==> src/rtl/busca_instrucao.sv <==
// Instruction-fetch sequencer: fetches the word at SaidaPC, offers it to decode,
// then writes PC+INC_PC or a branch target back to the PC register.
module busca_instrucao #(
  parameter int LARG_INSTR = 16,
  parameter int INC_PC     = 1
) (
  input  logic                  clock,
  input  logic                  reset,
  input  logic [7:0]            SaidaPC,
  output logic [7:0]            EntradaPC,
  output logic                  EscPC,
  output logic [7:0]            MemEnd,
  output logic                  MemReq,
  input  logic                  MemAck,
  input  logic [LARG_INSTR-1:0] MemDado,
  output logic                  InstrValida,
  input  logic                  Pronto,
  output logic [LARG_INSTR-1:0] Instrucao,
  output logic [7:0]            PCInstr,
  input  logic                  Desvio,
  input  logic [7:0]            AlvoDesvio,
  input  logic                  Parar
);

  typedef enum logic [1:0] {OCIOSO, BUSCA, ENTREGA, ATUALIZA} estado_t;

  localparam logic [7:0] INC = 8'(INC_PC);

  estado_t               estado_q, estado_d;
  logic                  pend_q, pend_d;
  logic [7:0]            alvo_q, alvo_d;
  logic [LARG_INSTR-1:0] instr_q, instr_d;
  logic [7:0]            pcinstr_q, pcinstr_d;

  // A branch arriving in ATUALIZA itself beats any target recorded earlier.
  function automatic logic [7:0] prox_pc(input logic       desvio,
                                         input logic [7:0] alvo,
                                         input logic       pend,
                                         input logic [7:0] alvo_pend,
                                         input logic [7:0] pc);
    if (desvio)    return alvo;
    else if (pend) return alvo_pend;
    else           return pc + INC;
  endfunction

  always_ff @(posedge clock or negedge reset) begin
    if (!reset) begin
      estado_q  <= OCIOSO;
      pend_q    <= 1'b0;
      alvo_q    <= '0;
      instr_q   <= '0;
      pcinstr_q <= '0;
    end else begin
      estado_q  <= estado_d;
      pend_q    <= pend_d;
      alvo_q    <= alvo_d;
      instr_q   <= instr_d;
      pcinstr_q <= pcinstr_d;
    end
  end

  always_comb begin
    estado_d    = estado_q;
    pend_d      = pend_q;
    alvo_d      = alvo_q;
    instr_d     = instr_q;
    pcinstr_d   = pcinstr_q;
    MemReq      = 1'b0;
    MemEnd      = '0;
    InstrValida = 1'b0;
    EscPC       = 1'b0;
    EntradaPC   = '0;
    case (estado_q)
      OCIOSO: begin
        if (!Parar) estado_d = BUSCA;
      end
      BUSCA: begin
        MemReq = 1'b1;
        MemEnd = SaidaPC;
        if (Desvio) begin
          pend_d = 1'b1;
          alvo_d = AlvoDesvio;
        end
        if (MemAck) begin
          instr_d   = MemDado;
          pcinstr_d = SaidaPC;
          // A word fetched under a pending or concurrent branch is stale.
          estado_d  = (!pend_q && !Desvio) ? ENTREGA : ATUALIZA;
        end
      end
      ENTREGA: begin
        InstrValida = 1'b1;
        if (Desvio) begin
          pend_d = 1'b1;
          alvo_d = AlvoDesvio;
        end
        if (Pronto || Desvio) estado_d = ATUALIZA;
      end
      ATUALIZA: begin
        EscPC     = 1'b1;
        EntradaPC = prox_pc(Desvio, AlvoDesvio, pend_q, alvo_q, SaidaPC);
        pend_d    = 1'b0;
        estado_d  = Parar ? OCIOSO : BUSCA;
      end
      default: estado_d = OCIOSO;
    endcase
  end

  assign Instrucao = instr_q;
  assign PCInstr   = pcinstr_q;

endmodule

==> config.mk <==
export PLATFORM = sky130hd
export DESIGN_NAME = busca_instrucao
export DESIGN_NICKNAME = d
export VERILOG_FILES = /design/src/rtl/busca_instrucao.sv
export SDC_FILE = /design/constraint.sdc
export NUM_CORES = 1
export LEC_CHECK = 0
export CAP_MARGIN = 25
export CORE_UTILIZATION = 41
export DETAILED_ROUTE_END_ITERATION = 7
export PLACE_DENSITY_LB_ADDON = 0.25
export SYNTH_ARGS = -nofsm -noshare
export SYNTH_HDL_FRONTEND = slang
export SYNTH_SLANG_ARGS = --single-unit
==> constraint.sdc <==
create_clock -name clock -period 1.86 [get_ports clock]
set_input_delay 0.279 -clock clock [delete_from_list [all_inputs] [get_ports clock]]
set_output_delay 0.279 -clock clock [all_outputs]
set_load 0.03 [all_outputs]
==> results.txt <==
I/O pin count - 81
DRT antenna net count - 0
Cell area after layout - 2770 um^2
Outcome - finished clean
# rows - 23
First-pass GRT wire length - 6.83 mm
FF/Latch Area - 878 um^2
Grt ovf - 0
Wire length per cell - 14.6 um
Clk slew on worst S/H paths - 0.07 ns
Via Count - 1471
1st-iter DRT viols - 48
Most frequent cell after synthesis - dfrtp_1
Share of cells above drive strength 1 - 34.4%
Fmax - 567 MHz
Diode count - 0
Drt first pass iters - 4
Slew margin rel. - 69.5%
Launch point of the worst path - estado_q[1]$_DFFE_PN0P_
Layout fillers - 338
Inserted Clock Buffers - 5
Slowest-stage cell, CP - dfrtp_1
H-tree depth - 2
Synth cell types - 32
Post-synthesis instance total - 150
Commonest cells in the netlist - dfrtp_1 (35), mux2_2 (31), nand2_1 (9)
Final hold viol count - 0
Setup crit end - MemEnd[3]
Most frequently used flop master after synthesis - dfrtp_1
Largest stage delay on the critical path - 0.41 ns
Reg2Reg Depth - 5
Clock buffer depth - 2
Seq cells post-synth - 35
Worst-Margin Slew - 0.457 ns
Yosys warns - 0
Worst Setup Start Kind - flip-flop
Worst-skew pair later-pin latency - 0.28 ns
Post-CTS Hold Buffers - 0
TritonCTS clock tree - built
# setup viols final - 0
Max Cap Viol - 0
CP Class - flip-flop to primary output
Largest net degree at the start of global routing - 36
Area delta synth->final - 57.2%
Vias per cell - 4.95
IO Port Bufs - 80
Synthesized area per cell - 11.7 um^2
Number of synthesized flops with an enable pin - 0
Area fraction of the dominant cell type after synthesis - 49.7%
Crit path max fanout - 7
Post-synth top area cell - dfrtp_1
Crit path DAT - 1.48 ns
Pwr dens - 1710 nW/um^2
# DRC - 0
Chip height - 67.6 um
Root buf cell - clkbuf_8
Post-Syn Nets - 194
Non-filler cells, final - 297
Min Tclk post-route - 1.76 ns
Synthesized area - 1760 um^2
Crit end category - primary output
Area of the multi-input gates - 858 um^2
FF-to-FF End - Instrucao[12]$_DFFE_PN0P_
Vias in the first global route - 1442
CP cell instances - inv_1, ha_4, buf_4, and2_2, buf_4
Reg-to-reg setup timing slack - 0.32 ns
Register area share after synthesis - 49.7%
Die ar. - 4560 um^2
Setup Skew - 0.00675 ns
Initial cell density of the core - 43.4%
Nets - 292
Core footprint - 4060 um^2
Hold/Removal Path Class - input port to asynchronous set/reset pin
Gpl congestion - 0.763
Final period util - 94.8%
DP Area - 2670 um^2
Critical Path RT - 1.58 ns
Total wire length - 4.34 mm
Asr flop ratio synth - 100%
RR Startpoint - estado_q[1]$_DFFE_PN0P_
VDD IR max - 0.00109 V
Die X - 67.6 um
Placed insts - 291
GRT Total Usage - 20.7%
Most used cell along the critical path - buf_4
# clock sinks - 35
HPWL after DPL - 3.30 mm
Initial antenna violation count - 0
Leakage power total - 1.24 nW
Fin. max-slew vios - 0
RSZ-0062 raised after global routing - no
Top cells by area in the synthesized netlist - dfrtp_1 (50%), mux2_2 (20%), ha_1 (4.3%)
through the flow:
stage                     util, %  TNS (ns)  total power [mW]  hold WS [ns]  worst slack [ns]
after floorplan                 -         0              3.13       -0.0166             0.101
after global placement       65.7    -0.420              4.19         0.346            -0.130
after detailed placement     65.7    -0.513              4.24         0.339            -0.164
after CTS                    67.7         0              4.75        0.0343            0.0158
after global routing         68.3         0              5.03        0.0576           0.00119
final                        68.3         0              4.74        0.0310            0.0961
power breakdown:
| group | internal [mW] | leakage, nW | switching, mW |
|---|---|---|---|
| combinational | 1.31 | 0.796 | 1.53 |
| clock | 0.248 | 0.0361 | 0.260 |
| sequential | 1.16 | 0.411 | 0.233 |
| total | 2.72 | 1.24 | 2.02 |
worst max-delay path: cells and delay by family, from the launching register on:
kind | cells | cell delay [ns]
adder cells (fa/ha/maj) | 1 | 0.20
buffers and inverters | 3 | 0.43
flip-flops | 1 | 0.41
AND/OR/NAND/NOR | 1 | 0.16
how the worst min path moves through the flow:
stage / start / end / slack, ns / cells past startpoint
final: reset / PCInstr[6]$_DFFE_PN0P_ / 0.03 / 2
after global routing: reset / PCInstr[6]$_DFFE_PN0P_ / 0.06 / 2
after CTS: reset / PCInstr[1]$_DFFE_PN0P_ / 0.03 / 2
after detailed placement: reset / Instrucao[0]$_DFFE_PN0P_ / 0.34 / 2
after global placement: reset / Instrucao[0]$_DFFE_PN0P_ / 0.35 / 2
after floorplan: reset / Instrucao[0]$_DFFE_PN0P_ / -0.02 / 0
metal layers:
metal  up-vias  GRT usage, %  part of all wire (%)
li1        715             -                     -
met1       707          25.8                    42
met2        45          32.3                    49
met3         4          8.95                   8.0
met4         0          6.38                  0.69
met5         -             0                     0
registers in the layout, indices dropped and copies added (netlist names):
register   cells
Instrucao     16
alvo_q         8
estado_q       2
PCInstr        8
pend_q         1
cell families (layout without fill, tap and decap cells):
family / after synthesis / count (layout) / share of synthesized area [%]
AOI/OAI and AO/OA: 26 / 26 / 9.02
xor gates and xnor gates: 4 / 4 / 1.99
adders and majority gates: 6 / 6 / 4.26
buffers and inverters: 12 / 109 / 3.55
DFF: 35 / 35 / 49.7
muxes: 33 / 33 / 21.0
and+or+nand+nor: 34 / 34 / 10.5
cells in the final DEF, fill, tap and decap left out, types with 3 or more instances in the layout:
cell type	count
a21oi_1	7
ha_1	3
mux2_2	31
clkdlybuf4s50_1	52
o21ai_1	3
clkbuf_8	5
o21ai_0	7
buf_4	33
dlygate4sd2_1	8
and2_1	7
dfrtp_1	33
inv_1	6
nand2_1	9
nor2_1	5
cell type report:
class | count | share of cell area [%]
Tap cell | 50 | 2.26
Multi-Input combinational cell | 103 | 31.0
Clock buffer | 5 | 2.48
Timing Repair Buffer | 96 | 31.3
Clock inverter | 1 | 0.271
Sequential cell | 35 | 31.7
Inverter | 7 | 0.949
what timing repair did:
item	4_1_cts	5_1_grt
buffers inserted	0	0
gates resized for setup	12	7
endpoints found under the setup margin	11	14
No activity file was read; power rests on OpenSTA's default activity.
==> RTL edit, RTL diff (config.mk and constraints unchanged) <==
Set the parameter `LARG_INSTR` to 32 (it was 16).
--- a/src/rtl/busca_instrucao.sv
+++ b/src/rtl/busca_instrucao.sv
@@ -3,3 +3,3 @@
 module busca_instrucao #(
-  parameter int LARG_INSTR = 16,
+  parameter int LARG_INSTR = 32,
   parameter int INC_PC     = 1
Interface: changed (resized Instrucao and MemDado); port bits go from 81 to 113. No check against the original RTL was run, so the function may have changed too.
==> RTL edit against the original RTL <==
Setup slack lost 0.055 ns; synthesized cell count grew 23%; first-iteration DRC count grew 17%; total power grew 40%; sequential share of layout area grew 2.3 points; highest routed layer unchanged; sequential cell count grew 16; register-to-register slack lost 0.02 ns; cell area grew 35%; critical path depth is the same; wire length grew 31%; area after synthesis grew 33%.
==> RTL edit: results (changes against the original RTL) <==
Max VDD drop=945 uV (-13%); status=complete, no violations; vias in the first global route=1976 (+37%); vias=1870 (+27%); Diodes inserted=0 (unchanged); routed len/inst=14.8 um (+0.96%); # H-tree levels=2 (unchanged); Worst-path clk slew=0.09 ns (+0.02 ns); Clock Skew=0.00530 ns (-0.00145 ns); initial antenna violation count=0 (unchanged); FFs w/ async S/R, synth=1.00 (unchanged); syn_nets=244 (+26%); IO buf count=112 (+40%); later-pin clock latency in the skew report=0.29 ns; first-pass GRT wire length=9540 um (+40%); total CTS buffers=5 (unchanged); Synth cell types=31 (-3.1%); synth top area cells=dfrtp_1 (54%), mux2_2 (23%), ha_1 (3.2%); max_slew headroom=0.661 (-0.0342); Post-synth top cells=dfrtp_1 (51), mux2_2 (47), nand2_1 (10), o21ai_0 (10); GRT Overall Usage=0.203 (-0.00410); CTS Buffer Depth=2 (unchanged); leak pwr=1.67 nW (+34%); post-CTS setup buffers=0 (unchanged); Psw=0.00275 W (+36%); placed cell areas=3600 um2 (+35%); CTS root buf=clkbuf_8; drt pass-1 iters=4 (unchanged); initial drt markers=56 (+17%); # nets final=371 (+27%); largest net degree at the start of global routing=42 (+17%); share of cells above drive strength 1=0.321 (-0.0236); CP arrival=1.54 ns (+0.06 ns); sequential area share after synthesis=0.543 (+0.0460); gpl congestion=0.842 (+10%); HPWL after detailed placement=4350 um (+32%); Yosys warnings=0 (unchanged); Synth Flop Type=dfrtp_1; max FFs per register=32 (+16); Hold WC Path Type=input pin to register; Crit Path Max Fanout=8 (+1)
-- RTL edit: final cells by class --
| type | count | area (um2) |
|---|---|---|
| timing repair buffer | 127 | 1220 |
| fill | 440 | 1760 |
| tap | 72 | 90.1 |
| clock buffer | 5 | 68.8 |
| clock inverter | 3 | 43.8 |
| sequential | 51 | 1280 |
| multi-input combinational | 119 | 1030 |
| inverter | 7 | 26.3 |
-- RTL edit: cell families after synthesis --
kind of cell               share of synthesized area
DFF                                            0.543
xor gates and xnor gates                      0.0149
muxes                                          0.234
adders and majority gates                     0.0319
and+or+nand+nor                               0.0777
buffers and inverters                         0.0309
AOI/OAI and AO/OA                             0.0676
-- RTL edit: what timing repair did --
action | 4_1_cts | 5_1_grt
cloned | 0 | 0
gates resized for setup | 10 | 7
hold endpoints to repair | 20 | 0
setup endpoints to repair | 10 | 13
hold buffers | 1 | 0
pin swaps | 1 | 3
-- RTL edit: power by group through the flow --
stage,logic (W),registers (W),clock network [W]
global route,0.00408,0.00209,0.000829
finish,0.00385,0.00200,0.000766
detailed placement,0.00388,0.00202,0
CTS,0.00389,0.00200,0.000794
floorplan,0.00147,0.00286,0
global placement,0.00385,0.00198,0
-- RTL edit: worst paths after layout --
check	slack, ns	start	endpoint	cells past startpoint
hold / removal	0.38	SaidaPC[6]	PCInstr[6]	3
min in group asynchronous	0.48	reset	Instrucao[0]	2
setup / recovery	0.04	estado_q[1]	MemEnd[3]	5
hold reg to reg	0.49	PCInstr[6]	PCInstr[6]	2
setup reg to reg	0.30	estado_q[1]	Instrucao[18]	5
max in group asynchronous	0.83	reset	PCInstr[0]	3
-- RTL edit: per-layer routing --
metal	wire length [um]	vias up	global-route usage
met2	2740	76	0.335
met1	2370	896	0.252
met3	484	4	0.0647
li1	-	894	-
met4	65	0	0.0642
met5	0	-	0
-- RTL edit: worst max-delay path, stage by stage, from the launching register on --
cell and delay, ns:
dfrtp_1 0.42, inv_1 0.12, ha_2 0.23, buf_4 0.17, and2_2 0.15, buf_4 0.15
-- RTL edit: per-stage QoR --
| stage | util | setup slack (ns) | std cells |
|---|---|---|---|
| 6_report | 0.681 | 0.0411 | 384 |
| 5_1_grt | 0.681 | -0.0526 | 384 |
| 2_1_floorplan | - | 0.101 | 184 |
| 3_3_place_gp | 0.654 | -0.0912 | 375 |
| 3_5_place_dp | 0.654 | -0.106 | 375 |
| 4_1_cts | 0.679 | 0.00421 | 384 |
